**src/rtl/rover_location_filter_if.sv**
```systemverilog
// Port bundle between the location calculator, the smoothing filter and the
// rover path/display logic.
interface rover_location_filter_if #(
   parameter int DEPTH_LOG2 = 2
);
   logic                  location_valid;
   logic [11:0]           rover_location;
   logic [11:0]           filtered_location;
   logic                  filtered_valid;
   logic                  rejected;
   logic                  overrun;
   logic [DEPTH_LOG2:0]   sample_count;
   logic [2:0]            state;

   modport master (
      output location_valid,
      output rover_location,
      input  filtered_location,
      input  filtered_valid,
      input  rejected,
      input  overrun,
      input  sample_count,
      input  state
   );

   modport slave (
      input  location_valid,
      input  rover_location,
      output filtered_location,
      output filtered_valid,
      output rejected,
      output overrun,
      output sample_count,
      output state
   );
endinterface

```
**src/rtl/rover_location_filter.sv**
```systemverilog
// Outlier-rejecting running-mean filter for {angle_index, distance} results.
// Accepted distances for the current angle live in a DEPTH-entry ring buffer.
module rover_location_filter #(
   parameter int DEPTH_LOG2   = 2,
   parameter int MAX_JUMP     = 24,
   parameter int REJECT_LIMIT = 3
) (
   input  logic                     clock,
   input  logic                     reset,
   rover_location_filter_if.slave   bus
);

   localparam int DEPTH = 1 << DEPTH_LOG2;
   localparam int CW    = DEPTH_LOG2 + 1;
   localparam int SW    = 8 + DEPTH_LOG2;
   localparam int RW    = $clog2(REJECT_LIMIT + 1);

   typedef enum logic [2:0] {
      IDLE   = 3'd0,
      CHECK  = 3'd1,
      ACCUM  = 3'd2,
      OUTPUT = 3'd3
   } state_e;

   state_e                state_q,    state_d;
   logic [11:0]           in_q,       in_d;
   logic [3:0]            angle_q,    angle_d;
   logic [7:0]            last_q,     last_d;
   logic [7:0]            buf_q [DEPTH];
   logic [7:0]            buf_d [DEPTH];
   logic [DEPTH_LOG2-1:0] wr_ptr_q,   wr_ptr_d;
   logic [CW-1:0]         count_q,    count_d;
   logic [RW-1:0]         rej_q,      rej_d;
   logic [DEPTH_LOG2-1:0] acc_idx_q,  acc_idx_d;
   logic [SW-1:0]         sum_q,      sum_d;
   logic [11:0]           out_q,      out_d;
   logic                  fvalid_q,   fvalid_d;
   logic                  rejected_q, rejected_d;
   logic                  overrun_q,  overrun_d;

   logic [3:0]    in_angle_s;
   logic [7:0]    in_dist_s;
   logic [7:0]    diff_s;
   logic [RW-1:0] rej_inc_s;
   logic          invalid_s;
   logic          new_angle_s;
   logic          outlier_s;
   logic          rej_below_s;

   // Classification of the latched sample, evaluated while in CHECK.
   always_comb begin
      in_angle_s  = in_q[11:8];
      in_dist_s   = in_q[7:0];
      if (in_dist_s >= last_q) begin
         diff_s = in_dist_s - last_q;
      end else begin
         diff_s = last_q - in_dist_s;
      end
      rej_inc_s   = rej_q + RW'(1);
      invalid_s   = (in_dist_s == 8'd0) || (in_angle_s > 4'd9);
      new_angle_s = (in_angle_s != angle_q) || (count_q == CW'(0));
      outlier_s   = (diff_s > 8'(MAX_JUMP));
      rej_below_s = (rej_inc_s < RW'(REJECT_LIMIT));
   end

   // Next-state and datapath decode.
   always_comb begin
      state_d    = state_q;
      in_d       = in_q;
      angle_d    = angle_q;
      last_d     = last_q;
      buf_d      = buf_q;
      wr_ptr_d   = wr_ptr_q;
      count_d    = count_q;
      rej_d      = rej_q;
      acc_idx_d  = acc_idx_q;
      sum_d      = sum_q;
      out_d      = out_q;
      fvalid_d   = 1'b0;
      rejected_d = 1'b0;
      overrun_d  = bus.location_valid && (state_q != IDLE);

      case (state_q)
         IDLE: begin
            if (bus.location_valid) begin
               in_d    = bus.rover_location;
               state_d = CHECK;
            end else begin
               state_d = IDLE;
            end
         end

         CHECK: begin
            state_d   = ACCUM;
            sum_d     = '0;
            acc_idx_d = '0;
            if (invalid_s) begin
               rejected_d = 1'b1;
               state_d    = IDLE;
            end else if (new_angle_s || (outlier_s && !rej_below_s)) begin
               // Restart the window: a new angle, or a persistent jump that is a real move.
               for (int i = 0; i < DEPTH; i++) begin
                  buf_d[i] = 8'd0;
               end
               buf_d[0] = in_dist_s;
               wr_ptr_d = DEPTH_LOG2'(1);
               count_d  = CW'(1);
               rej_d    = '0;
               angle_d  = in_angle_s;
               last_d   = in_dist_s;
            end else if (outlier_s) begin
               rej_d      = rej_inc_s;
               rejected_d = 1'b1;
               state_d    = IDLE;
            end else begin
               buf_d[wr_ptr_q] = in_dist_s;
               wr_ptr_d        = wr_ptr_q + DEPTH_LOG2'(1);
               if (count_q == CW'(DEPTH)) begin
                  count_d = count_q;
               end else begin
                  count_d = count_q + CW'(1);
               end
               rej_d  = '0;
               last_d = in_dist_s;
            end
         end

         ACCUM: begin
            sum_d     = sum_q + SW'(buf_q[acc_idx_q]);
            acc_idx_d = acc_idx_q + DEPTH_LOG2'(1);
            if (acc_idx_q == DEPTH_LOG2'(DEPTH - 1)) begin
               state_d = OUTPUT;
            end else begin
               state_d = ACCUM;
            end
         end

         OUTPUT: begin
            // Pass the newest sample through until the window has filled once.
            if (count_q == CW'(DEPTH)) begin
               out_d = {angle_q, sum_q[SW-1:DEPTH_LOG2]};
            end else begin
               out_d = {angle_q, last_q};
            end
            fvalid_d = 1'b1;
            state_d  = IDLE;
         end

         default: begin
            state_d = IDLE;
         end
      endcase
   end

   // State and datapath registers.
   always_ff @(posedge clock or negedge reset) begin
      if (!reset) begin
         state_q    <= IDLE;
         in_q       <= 12'd0;
         angle_q    <= 4'd0;
         last_q     <= 8'd0;
         for (int i = 0; i < DEPTH; i++) begin
            buf_q[i] <= 8'd0;
         end
         wr_ptr_q   <= '0;
         count_q    <= '0;
         rej_q      <= '0;
         acc_idx_q  <= '0;
         sum_q      <= '0;
         out_q      <= 12'd0;
         fvalid_q   <= 1'b0;
         rejected_q <= 1'b0;
         overrun_q  <= 1'b0;
      end else begin
         state_q    <= state_d;
         in_q       <= in_d;
         angle_q    <= angle_d;
         last_q     <= last_d;
         buf_q      <= buf_d;
         wr_ptr_q   <= wr_ptr_d;
         count_q    <= count_d;
         rej_q      <= rej_d;
         acc_idx_q  <= acc_idx_d;
         sum_q      <= sum_d;
         out_q      <= out_d;
         fvalid_q   <= fvalid_d;
         rejected_q <= rejected_d;
         overrun_q  <= overrun_d;
      end
   end

   assign bus.filtered_location = out_q;
   assign bus.filtered_valid    = fvalid_q;
   assign bus.rejected          = rejected_q;
   assign bus.overrun           = overrun_q;
   assign bus.sample_count      = count_q;
   assign bus.state             = state_q;

endmodule

```
**src/flat_wrapper.sv**
```systemverilog
// flat-port wrapper written by rule: the top's interface ports become plain ports
module rover_location_filter_flat 
#(
   parameter int DEPTH_LOG2   = 2,
   parameter int MAX_JUMP     = 24,
   parameter int REJECT_LIMIT = 3
)
  (clock, reset, bus_location_valid, bus_rover_location, bus_filtered_location, bus_filtered_valid, bus_rejected, bus_overrun, bus_sample_count, bus_state);
  rover_location_filter_if #(.DEPTH_LOG2(DEPTH_LOG2)) bus_i ();
  input  logic clock;
  input  logic reset;
  input wire logic [$bits(bus_i.location_valid)-1:0] bus_location_valid;
  input wire logic [$bits(bus_i.rover_location)-1:0] bus_rover_location;
  output wire logic [$bits(bus_i.filtered_location)-1:0] bus_filtered_location;
  output wire logic [$bits(bus_i.filtered_valid)-1:0] bus_filtered_valid;
  output wire logic [$bits(bus_i.rejected)-1:0] bus_rejected;
  output wire logic [$bits(bus_i.overrun)-1:0] bus_overrun;
  output wire logic [$bits(bus_i.sample_count)-1:0] bus_sample_count;
  output wire logic [$bits(bus_i.state)-1:0] bus_state;
  assign bus_i.location_valid = bus_location_valid;
  assign bus_i.rover_location = bus_rover_location;
  assign bus_filtered_location = bus_i.filtered_location;
  assign bus_filtered_valid = bus_i.filtered_valid;
  assign bus_rejected = bus_i.rejected;
  assign bus_overrun = bus_i.overrun;
  assign bus_sample_count = bus_i.sample_count;
  assign bus_state = bus_i.state;
  rover_location_filter #(.DEPTH_LOG2(DEPTH_LOG2), .MAX_JUMP(MAX_JUMP), .REJECT_LIMIT(REJECT_LIMIT)) u_core (.clock(clock), .reset(reset), .bus(bus_i));
endmodule
```
**config.mk**
```make
export PLATFORM = sky130hd
export DESIGN_NAME = rover_location_filter_flat
export DESIGN_NICKNAME = d
export VERILOG_FILES = /design/src/rtl/rover_location_filter_if.sv /design/src/rtl/rover_location_filter.sv /design/src/flat_wrapper.sv
export SDC_FILE = /design/constraint.sdc
export NUM_CORES = 1
export LEC_CHECK = 0
export BUFFER_PORTS_ARGS = -buffer_cell sky130_fd_sc_hd__buf_2
export CORE_ASPECT_RATIO = 0.5
export CORE_MARGIN = 2
export CORE_UTILIZATION = 35
export DETAILED_ROUTE_END_ITERATION = 8
export HOLD_SLACK_MARGIN = 0.05
export PLACE_DENSITY = 0.55
export SKIP_LAST_GASP = 1
export SYNTH_ARGS = -nofsm -noshare
export SYNTH_HDL_FRONTEND = slang
export SYNTH_SLANG_ARGS = --single-unit
```
**constraint.sdc**
```tcl
create_clock -name clock -period 4.99 [get_ports clock]
set_input_delay 0.2495 -clock clock [delete_from_list [all_inputs] [get_ports clock]]
set_output_delay 0.2495 -clock clock [all_outputs]
set_load 0.02 [all_outputs]
```
## Word level (Yosys, flattened, before mapping)

Cells that the tools add are included.

| word-level totals | value |
|---|---|
| input bits | 15 |
| logic and storage cells | 91 |
| register bits | 93 |
| output and inout port bits | 21 |

| cells by class | value |
|---|---|
| add/sub/neg operators | 7 |
| $lt $le $gt $ge | 7 |
| reduce and logical (&&, ||, !) cells | 17 |
| bitwise operators | 3 |
| equality and inequality tests | 8 |
| muxes and demuxes | 32 |

Operators by type and width:

| kind | number |
|---|---|
| $mux W32 | 2 |
| $mux W8 | 7 |
| $bwmux W32 | 1 |
| $pmux W10 S2 | 1 |
| $bmux W8 S2 | 1 |
| $demux W8 S2 | 1 |
| $sub A8 B8 Y8 | 2 |
| $mux W3 | 5 |
| $add A10 B8 Y10 | 1 |
| $mux W2 | 5 |
| $pmux W3 S3 | 1 |
| $ge A8 B8 Y1 | 1 |
| $gt A8 B5 Y1 const B | 1 |
| $logic_not A8 Y1 | 1 |
| $mux W1 | 7 |
| $add A2 B1 Y2 const B | 3 |
| $eq A3 B2 Y1 const B | 2 |
| $ge A3 B3 Y1 const B | 2 |
| $logic_not A3 Y1 | 2 |
| $not A2 Y3 | 2 |
| $reduce_and A3 Y1 | 2 |
| $gt A4 B4 Y1 const B | 1 |
| $ne A4 B4 Y1 | 1 |
| $pmux W2 S2 | 1 |
| other kinds (16) | 21 |

## Logic depth before layout (Yosys ltp)

Gate-level depths: netlist (run 1).

| logic depth | value |
|---|---|
| word-level depth | 8 |
| depth in mapped cells | 12 |
| mapped depth without buffers | 11 |

## Worst setup path after synthesis (run 1)

OpenSTA, ideal clock, no wires.

| timing | value |
|---|---|
| path kind | reg-to-reg |
| start | register u_core.in_q[0] |
| end | register u_core.buf_q[24] (netlist bit) |
| library setup time | 0.125 ns |
| period minus slack after synthesis | 3.458 ns |
| data required time | 4.865 ns |
| buffers on the path | 0 |
| cell stages (with the launch flop) | 12 |
| path slack | 1.532 ns |
| data arrival time | 3.333 ns |
| cells stage by stage | dfrtp_1 -> inv_1 -> ha_1 -> fa_1 -> nand3b_2 -> a31o_4 -> a2111oi_4 -> nor3_1 -> nor4b_4 -> nand4_1 -> a21oi_4 -> mux2_4 |

| between the ends | value |
|---|---|
| longest elaborated chain between the ends | 7 |
| elaborated cells on any way between the ends | 15 |
| classes of those cells | add/sub (2); order compare (2); eq/ne (1); mux (4); bitwise (1); reduce/logical (5) |

RTL lines:

| item | RTL line | source |
|---|---|---|
| start: declaration | rover_location_filter.sv:26 | `logic [11:0] in_q, in_d;` |
| start signal: assignment | rover_location_filter.sv:176 | `in_q <= in_d;` |
| $sub A8 B8 Y8 (tied with other cells) | rover_location_filter.sv:57 | `diff_s = last_q - in_dist_s;` |
| $mux W8 | rover_location_filter.sv:54 | `if (in_dist_s >= last_q) begin` |
| $gt A8 B5 Y1 | rover_location_filter.sv:62 | `outlier_s = (diff_s > 8'(MAX_JUMP));` |
| $logic_and A1 B1 Y1 | rover_location_filter.sv:100 | `end else if (new_angle_s \|\| (outlier_s && !rej_below_s)) begin` |
| $logic_or A1 B1 Y1 | rover_location_filter.sv:100 |  |
| $ne A2 B2 Y1 (no source line) | -- |  |
| $reduce_and A3 Y1 (no source line) | -- |  |
| end signal: assignment | rover_location_filter.sv:179 | `buf_q <= buf_d;` |
| end: declaration | rover_location_filter.sv:29 | `logic [7:0] buf_q [DEPTH];` |

Parallel ways exist; a longest one is shown, timed or not. The select of a mux whose other input is x is not followed.
A chain may end at the register's enable or synchronous reset.

## Final worst setup path (run 1)

| timing | value |
|---|---|
| start | register u_core.in_q[0] |
| end | register u_core.last_q[7] |

| between the ends | value |
|---|---|
| longest elaborated chain between the ends | 7 |
| elaborated cells on any way between the ends | 13 |
| classes of those cells | add/sub (2); order compare (2); eq/ne (1); mux (2); bitwise (1); reduce/logical (5) |

RTL lines:

| item | RTL line | source |
|---|---|---|
| $sub A8 B8 Y8 (tied with other cells) | rover_location_filter.sv:57 |  |
| $mux W8 | rover_location_filter.sv:54 |  |
| $gt A8 B5 Y1 | rover_location_filter.sv:62 |  |
| $logic_and A1 B1 Y1 | rover_location_filter.sv:100 |  |
| $logic_or A1 B1 Y1 | rover_location_filter.sv:100 |  |
| $ne A2 B2 Y1 (no source line) | -- |  |
| $reduce_and A3 Y1 (no source line) | -- |  |
| end signal: assignment | rover_location_filter.sv:178 | `last_q <= last_d;` |
| end: declaration | rover_location_filter.sv:28 | `logic [7:0] last_q, last_d;` |

Parallel ways exist; a longest one is shown, timed or not.

==> results of run 1 <==
-- power by group --
| part | switching, mW | internal (mW) | total, mW | leakage [nW] |
|---|---|---|---|---|
| combinational | 1.39 | 0.980 | 2.37 | 1.38 |
| clock | 0.295 | 0.504 | 0.799 | 0.173 |
| sequential | 0.304 | 0.993 | 1.30 | 1.18 |
-- sequential cells by signal, indices dropped and copies added, names as in the netlist --
signal and flops:
u_core.bus.overrun 1, u_core.bus.state 2, u_core.sum_q 10, u_core.last_q 8, u_core.wr_ptr_q 2, u_core.angle_q 4, u_core.buf_q 32, u_core.in_q 12
u_core.bus.sample_count 3, u_core.bus.filtered_valid 1, u_core.acc_idx_q 2, u_core.bus.filtered_location 12, u_core.rej_q 2, u_core.bus.rejected 1
-- through the flow --
step | power, mW | setup slack, ns | instances | hold slack, ns | utilization [%]
global placement | 3.638 | 1.155 | 665 | 0.2169 | 38.22
detailed placement | 3.672 | 1.054 | 665 | 0.2227 | 38.22
floorplan | 3.077 | 1.532 | 448 | -0.04609 | -
CTS | 4.490 | 1.052 | 682 | 0.1238 | 40.69
global route | 4.800 | 0.8086 | 682 | 0.1326 | 40.69
finish | 4.467 | 1.012 | 682 | 0.1382 | 40.69
-- critical path: stages (launching register included) --
cell and delay, ns:
sky130_fd_sc_hd__dfrtp_1 0.50, sky130_fd_sc_hd__inv_1 0.10, sky130_fd_sc_hd__ha_1 0.22, sky130_fd_sc_hd__fa_1 0.40
sky130_fd_sc_hd__nand3b_2 0.29, sky130_fd_sc_hd__a31oi_4 0.29, sky130_fd_sc_hd__nor3_1 0.10, sky130_fd_sc_hd__or3_1 0.37
sky130_fd_sc_hd__a221o_1 0.45, sky130_fd_sc_hd__a41oi_2 0.50, sky130_fd_sc_hd__buf_4 0.30, sky130_fd_sc_hd__mux2_1 0.34
-- cells in the final DEF, fill, tap and decap left out, types with 3 or more instances in the layout --
| cell | count |
|---|---|
| sky130_fd_sc_hd__dfrtp_1 | 92 |
| sky130_fd_sc_hd__inv_1 | 38 |
| sky130_fd_sc_hd__ha_1 | 35 |
| sky130_fd_sc_hd__buf_2 | 33 |
| sky130_fd_sc_hd__a21oi_1 | 27 |
| sky130_fd_sc_hd__a22o_1 | 25 |
| sky130_fd_sc_hd__nand2_1 | 23 |
| sky130_fd_sc_hd__mux2_2 | 16 |
| sky130_fd_sc_hd__nor2_1 | 14 |
| sky130_fd_sc_hd__mux2i_1 | 12 |
| sky130_fd_sc_hd__o21ai_0 | 11 |
| sky130_fd_sc_hd__xnor2_1 | 10 |
| sky130_fd_sc_hd__clkbuf_16 | 9 |
| sky130_fd_sc_hd__o21bai_1 | 8 |
| sky130_fd_sc_hd__mux4_2 | 8 |
| sky130_fd_sc_hd__o21ai_1 | 8 |
| sky130_fd_sc_hd__mux2_4 | 8 |
| sky130_fd_sc_hd__o22ai_1 | 6 |
| sky130_fd_sc_hd__nand3_1 | 6 |
| sky130_fd_sc_hd__nor2b_1 | 5 |
| sky130_fd_sc_hd__mux2_1 | 5 |
| sky130_fd_sc_hd__o21a_1 | 4 |
| sky130_fd_sc_hd__nor3_1 | 4 |
| sky130_fd_sc_hd__and3_1 | 4 |
| sky130_fd_sc_hd__buf_4 | 4 |
| sky130_fd_sc_hd__nor4_1 | 3 |
| sky130_fd_sc_hd__a21boi_0 | 3 |
| sky130_fd_sc_hd__nand3b_1 | 3 |
| sky130_fd_sc_hd__or3_1 | 3 |
| sky130_fd_sc_hd__a21o_1 | 3 |
| sky130_fd_sc_hd__nand4_1 | 3 |
| sky130_fd_sc_hd__a211oi_1 | 3 |
| sky130_fd_sc_hd__fa_1 | 3 |
| sky130_fd_sc_hd__bufinv_16 | 3 |
-- per-layer routing --
layer | track usage [%] | up-vias
li1 | - | 1699
met1 | 23.71 | 1743
met2 | 24.05 | 65
met3 | 3.130 | 10
met4 | 4.132 | 0
met5 | 0 | -
-- synthesized netlist by cell type, types with 9 or more instances --
master                     number
sky130_fd_sc_hd__clkbuf_1       9
sky130_fd_sc_hd__mux2_2        16
sky130_fd_sc_hd__a21oi_1       27
sky130_fd_sc_hd__xnor2_1       10
sky130_fd_sc_hd__nor2_1        14
sky130_fd_sc_hd__inv_1         38
sky130_fd_sc_hd__nand2_1       23
sky130_fd_sc_hd__ha_1          35
sky130_fd_sc_hd__dfrtp_1       92
sky130_fd_sc_hd__o21ai_0       11
sky130_fd_sc_hd__mux2i_1       12
sky130_fd_sc_hd__a22o_1        25
-- area by class of cell --
type                       instances  area share, %
multi-input combinational        300          44.87
sequential                        92          39.11
tap                              198          4.208
clock buffer                      10          4.060
timing repair buffer              38          3.486
inverter                          38          2.423
clock inverter                     6          1.849
-- worst paths after layout --
kind,from,end
setup reg to reg,u_core.in_q[0],u_core.last_q[7]
max in group asynchronous,reset,u_core.buf_q[0]
hold reg to reg,u_core.rej_q[1],u_core.rej_q[1]
min in group asynchronous,reset,u_core.bus.sample_count[1]
setup / recovery,u_core.in_q[0],u_core.last_q[7]
hold / removal,bus_rover_location[6],u_core.in_q[6]
-- cell families (layout without fill, tap and decap cells) --
group,after synthesis,in the layout,share of synthesized area [%]
AO/OA/AOI/OAI,122,122,18.15
flip-flops,92,92,44.48
AND/OR/NAND/NOR,78,78,8.460
buffers and inverters,56,92,4.496
multiplexers,49,49,12.69
adder cells (fa/ha/maj),38,38,9.621
XOR/XNOR,12,12,2.030
other,1,1,0.07245
-- repair_timing --
| action | 4_1_cts | 5_1_grt |
|---|---|---|
| gates resized for setup | 0 | 0 |
| endpoints found under the hold margin | 30 | 0 |
| hold buffers | 1 | 0 |
| setup endpoints to repair | 0 | 0 |
==> summary.txt, run 1 <==
==================================================================================
Run status .......................................................... complete, no violations
Seq/Total Area, Yosys ...............................................       44.48%
Global-route total usage across every layer .........................       16.03%
Non-Filler Cell Area, Final ......................................... 0.005887 sq mm
Number of cells on the worst reg-to-reg path ........................           11
Synth warnings ......................................................            0
Number of optimization iterations in the first detailed-route pass ..            4
Effective utilization at floorplan ..................................       35.78%
TritonCTS clock tree ................................................         done
Number of antenna violations at the first check in global routing ...            0
Site Rows ...........................................................           31
Placer's final routability congestion estimate ......................       0.8180
Cell area after placement ........................................... 0.005529 sq mm
Die height .......................................................... 89.99 microns
Met1 WL .............................................................     6.399 mm
Min Clock Period, post-route ........................................     3.978 ns
Data arrival, critical path .........................................      4.20 ns
Global-route wire length before repair ..............................     19.73 mm
R2R Setup Slk .......................................................      1.01 ns
Final setup skew ....................................................  0.004531 ns
Area growth syn-to-layout ...........................................       13.73%
Maximum number of pins on one net before global-route repair ........           63
X dimension of the die .............................................. 176.0 microns
Residual DRC ........................................................            0
Routed len/inst ..................................................... 17.67 microns
Post-route setup TNS ................................................         0 ns
Yosys reg bits ......................................................           92
Synth top area share ................................................       44.48%
Number of cells on the worst hold path ..............................            2
Remaining number of nets flagged by the antenna check after routing .            0
Cell area after technology mapping .................................. 0.005176 sq mm
Sequential cell area in the final layout ............................ 0.002302 sq mm
IO Pins .............................................................           36
Area of the die ..................................................... 0.01584 sq mm
Number of setup buffers added after CTS .............................            0
IR Drop Worst-Case VDD ..............................................  0.0002445 V
Routed length on met2 ...............................................     5.154 mm
Layout cell share with drive strength beyond 1 ......................       20.87%
Number of sinks handled by clock tree synthesis .....................           92
Startpoint class of the critical path ...............................    flip-flop
Number of distinct library cells after synthesis ....................           64
Root Driver ......................................................... sky130_fd_sc_hd__clkbuf_16
Critical setup path kind ............................................      reg2reg
Count of inserted antenna diode cells ...............................            0
CTS max path bufs ...................................................            2
Vias post-DR ........................................................         3517
Detailed-routed wire length on met3 .................................  374 microns
Slew Limit Fails ....................................................            0
Core box area ....................................................... 0.01447 sq mm
Buffers added on ports ..............................................           34
Transition time at the pin with the least slew margin ...............    0.9981 ns
Post-synthesis instance total .......................................          448
Clock buffer count from CTS .........................................            9
Max cap viols .......................................................            0
Net count, final ....................................................          532
Ratio of routed vias to standard cells ..............................        5.157
Final Hold Viols ....................................................            0
Clock latency on the worst-skew pair ................................      0.34 ns
Pwr dens ............................................................ 758.9 mW/mm^2
Critical path peak fanout ...........................................           15
Class of the tightest hold or removal check .........................       in2reg
Final wirelength ....................................................     12.05 mm
Iter 0 DRT Violations ...............................................          177
Final period utilization ............................................       79.73%
Congestion Overflow GR ..............................................            0
Fmax ................................................................   0.2514 GHz
Avg Synthesized Cell Area ...........................................  11.55 sq um
Synthesized netlist net count .......................................          501
Synth area leaders .................................................. sky130_fd_sc_hd__dfrtp_1, sky130_fd_sc_hd__ha_1, sky130_fd_sc_hd__a22o_1
Number of global-route vias before repair ...........................         3624
Most common flop cell mapped by yosys ............................... sky130_fd_sc_hd__dfrtp_1
Number of H-tree levels .............................................            3
Top Layer Used ......................................................         met4
EDFF count, synth ...................................................            0
Setup repair after global routing missed its margin .................        false
Critical Path End Type ..............................................    flip-flop
Leading area contributor after synthesis ............................ sky130_fd_sc_hd__dfrtp_1
HPWL reported at the end of detailed placement ......................     8.805 mm
Count of filler cells inserted in the layout ........................         1365
Worst endpoint required time ........................................      5.21 ns
Lkg Pwr .............................................................     2.733 nW
Relative slew slack .................................................       33.46%
Ys async rst share ..................................................       100.0%
Worst-path clk slew .................................................      0.07 ns
Number of endpoints failing setup at the final stage ................            0
Total area of multi-input combinational cells ....................... 0.002641 sq mm
==================================================================================
(Power assumes the default switching activity.)
==> inputs of run 2 (changes only) <==
Settings changed: PLACE_DENSITY 0.55 to 0.57.
Clock period 4.99 ns to 3.6 ns, I/O delays scaled along.
==> summary.txt, run 2 (same netlist as run 1, synthesis figures left out) <==
==================================================================================
Run status .......................................................... complete, no violations
Pwr dens ............................................................ 1075 mW/mm^2   +42%
Cell family with the largest share of critical-path delay ........... compound AO/OA/AOI/OAI gates
Net count, final ....................................................          556   +4.5%
Commonest non-fill, non-tap cell in the layout ...................... sky130_fd_sc_hd__dfrtp_1
Buffers added on ports ..............................................           34   unchanged
Number of global-route vias before repair ...........................         3674   +1.4%
Count of inserted antenna diode cells ...............................            0   unchanged
IR Drop Worst-Case VDD ..............................................  0.0005078 V   +110%
Area of the die ..................................................... 0.01584 sq mm   unchanged
Number of optimization iterations in the first detailed-route pass ..            4   unchanged
Final Hold Viols ....................................................            0   unchanged
Die height .......................................................... 89.99 microns   unchanged
Sequential group share of total power ...............................        25.3%   -3.7 points
Vias post-DR ........................................................         3680   +4.6%
Critical setup path kind ............................................      reg2reg
Slowest stage cell on the critical path ............................. sky130_fd_sc_hd__ha_1
TritonCTS clock tree ................................................         done
Clk pwr share .......................................................        15.8%   -2.1 points
Largest reg by FF count ............................................. u_core.buf_q
Number of antenna violations at the first check in global routing ...            0   unchanged
Internal cell power .................................................     3.638 mW   +47%
Maximum number of pins on one net before global-route repair ........           47   -25%
Ratio of routed vias to standard cells ..............................        5.212   +1.1%
Total area of multi-input combinational cells ....................... 0.002671 sq mm   +1.1%
Startpoint class of the critical path ...............................    flip-flop
Setup repair after global routing missed its margin .................        false
Hold Slack ..........................................................   0.06183 ns   -0.07638 ns
Residual DRC ........................................................            0   unchanged
Data arrival, critical path .........................................      3.61 ns   -0.59 ns
Count of filler cells inserted in the layout ........................         1343   -1.6%
Root Driver ......................................................... sky130_fd_sc_hd__clkbuf_16
Clock buffer count from CTS .........................................            9   unchanged
Global-route total usage across every layer .........................       16.58%   +0.54 points
Switching fraction of total power ...................................       44.44%   -0.13 points
CTS max path bufs ...................................................            2   unchanged
Count of non-filler cells in the finished layout ....................          706   +3.5%
Critical Path End Type ..............................................    flip-flop
X dimension of the die .............................................. 176.0 microns   unchanged
Combinational cell fraction of total power ..........................        58.8%   +5.7 points
Worst-path clk slew .................................................      0.07 ns   about the same
Number of H-tree levels .............................................            3   unchanged
Critical path peak fanout ...........................................           11   -4
Class of the tightest hold or removal check .........................       in2reg
Worst endpoint required time ........................................      3.83 ns   -1.38 ns
Area growth syn-to-layout ...........................................       17.65%
Remaining number of nets flagged by the antenna check after routing .            0   unchanged
Commonest non-fill, non-tap cells in the layout ..................... sky130_fd_sc_hd__dfrtp_1, sky130_fd_sc_hd__inv_1, sky130_fd_sc_hd__ha_1
Core box area ....................................................... 0.01447 sq mm   unchanged
Global-route wire length before repair ..............................     20.09 mm   +1.9%
Slew Limit Fails ....................................................            0   unchanged
Number of endpoints failing setup at the final stage ................            0   unchanged
Largest incremental delay on the critical path ......................      0.54 ns   +0.04 ns
Min Clock Period, post-route ........................................     3.384 ns   -0.5939 ns
Iter 0 DRT Violations ...............................................          305   +72%
Relative slew slack .................................................       35.95%   +2.5 points
Routed len/inst ..................................................... 17.62 microns   -0.28%
Placer's final routability congestion estimate ......................       0.8647   +5.7%
Effective utilization at floorplan ..................................       35.78%   unchanged
Post-route setup TNS ................................................         0 ns   unchanged
Post-Place Cells ....................................................          686   +3.2%
Total buffers and inverters traversed by the critical path ..........            2   unchanged
HPWL reported at the end of detailed placement ......................     9.414 mm   +6.9%
Transition time at the pin with the least slew margin ...............    0.9607 ns   -0.03735 ns
Clock latency on the worst-skew pair ................................      0.35 ns   about the same
Critical Path, Cell by Cell ......................................... inv_1 -> ha_1 -> nand4_4 -> a31oi_4 -> nor3_1 -> or3_1 -> a221o_2 -> a41o_1 -> a21oi_4 -> buf_12 -> mux2_4
Max cap viols .......................................................            0   unchanged
Final period utilization ............................................       94.01%   +14 points
Lkg Pwr .............................................................     2.852 nW   +4.3%
Final setup skew ....................................................  0.006366 ns   +0.001835 ns
Final wirelength ....................................................     12.44 mm   +3.2%
Site Rows ...........................................................           31   unchanged
Max reg flops .......................................................           32   unchanged
Congestion Overflow GR ..............................................            0   unchanged
Sequential cell area in the final layout ............................ 0.002302 sq mm   unchanged
Layout cell share with drive strength beyond 1 ......................       24.80%   +3.9 points
IO Pins .............................................................           36   unchanged
Fmax ................................................................   0.2955 GHz   +18%
Number of sinks handled by clock tree synthesis .....................           92   unchanged
Switching component of the power ....................................     2.909 mW   +46%
==================================================================================
==> run 2: changes by cell type in the layout (fill, tap and decap cells not counted), sizes merged <==
cell    before  now
buf         37   61
bufinv       3    2
inv         39   40
==> run 2: cell type report <==
cell class / instances / share of cell area [%]
Multi-Input combinational cell: 300 / 43.87
Sequential cell: 92 / 37.81
Timing Repair Buffer: 62 / 6.595
Tap cell: 198 / 4.068
Clock buffer: 10 / 3.760
Inverter: 38 / 2.342
Clock inverter: 6 / 1.562
==> run 2: final timing paths <==
kind / from / to / slack (ns) / cells after the start
worst max-delay path: u_core.last_q[2] / u_core.buf_q[24] / 0.22 / 11
worst min-delay path: bus_rover_location[9] / u_core.in_q[9] / 0.06 / 2
worst max register to register: u_core.last_q[2] / u_core.buf_q[24] / 0.22 / 11
worst min register to register: u_core.rej_q[0] / u_core.rej_q[0] / 0.50 / 2
max in group asynchronous: reset / u_core.acc_idx_q[0] / 2.46 / 3
min in group asynchronous: reset / u_core.in_q[6] / 0.26 / 2
==> run 2: worst register-to-register path: cells and delay by family, from the launching register on <==
kind            cells  cell delay (ns)
flops               1             0.42
fa+ha+maj           1             0.54
mux                 1             0.30
buf+inv             2             0.22
compound gates      4             1.17
simple gates        3             0.64
==> run 2: timing repair <==
action	CTS	global route
endpoints found under the setup margin	0	46
endpoints found under the hold margin	21	0
resized for setup	0	6
hold buffers	1	0
setup buffers	0	3
==> run 2: per-stage QoR <==
stage	worst slack [ns]	total power [mW]	utilization (%)	cell area, sq um
floorplan	0.1420	4.265	-	5176
global placement	0.1536	5.330	39.31	5687
detailed placement	0.05566	5.348	39.31	5687
CTS	0.04119	6.422	41.62	6021
global route	0.03102	7.001	42.09	6090
finish	0.2156	6.547	42.09	6090
==> run 2: power groups by stage <==
stage	sequential [mW]	combinational, mW	clock, mW
after floorplan	1.76	2.50	0
final	1.66	3.85	1.04
after detailed placement	1.68	3.67	0
after CTS	1.66	3.70	1.06
after global placement	1.67	3.66	0
after global routing	1.72	4.19	1.10
==> run 2: metal layers <==
layer  track usage (%)  wire [microns]  vias to the layer above
met3             4.272             752                        7
met2             23.36            5136                      108
met4             3.375              87                        0
met1             25.45            6463                     1813
met5                 0               0                        -
li1                  -               -                     1752
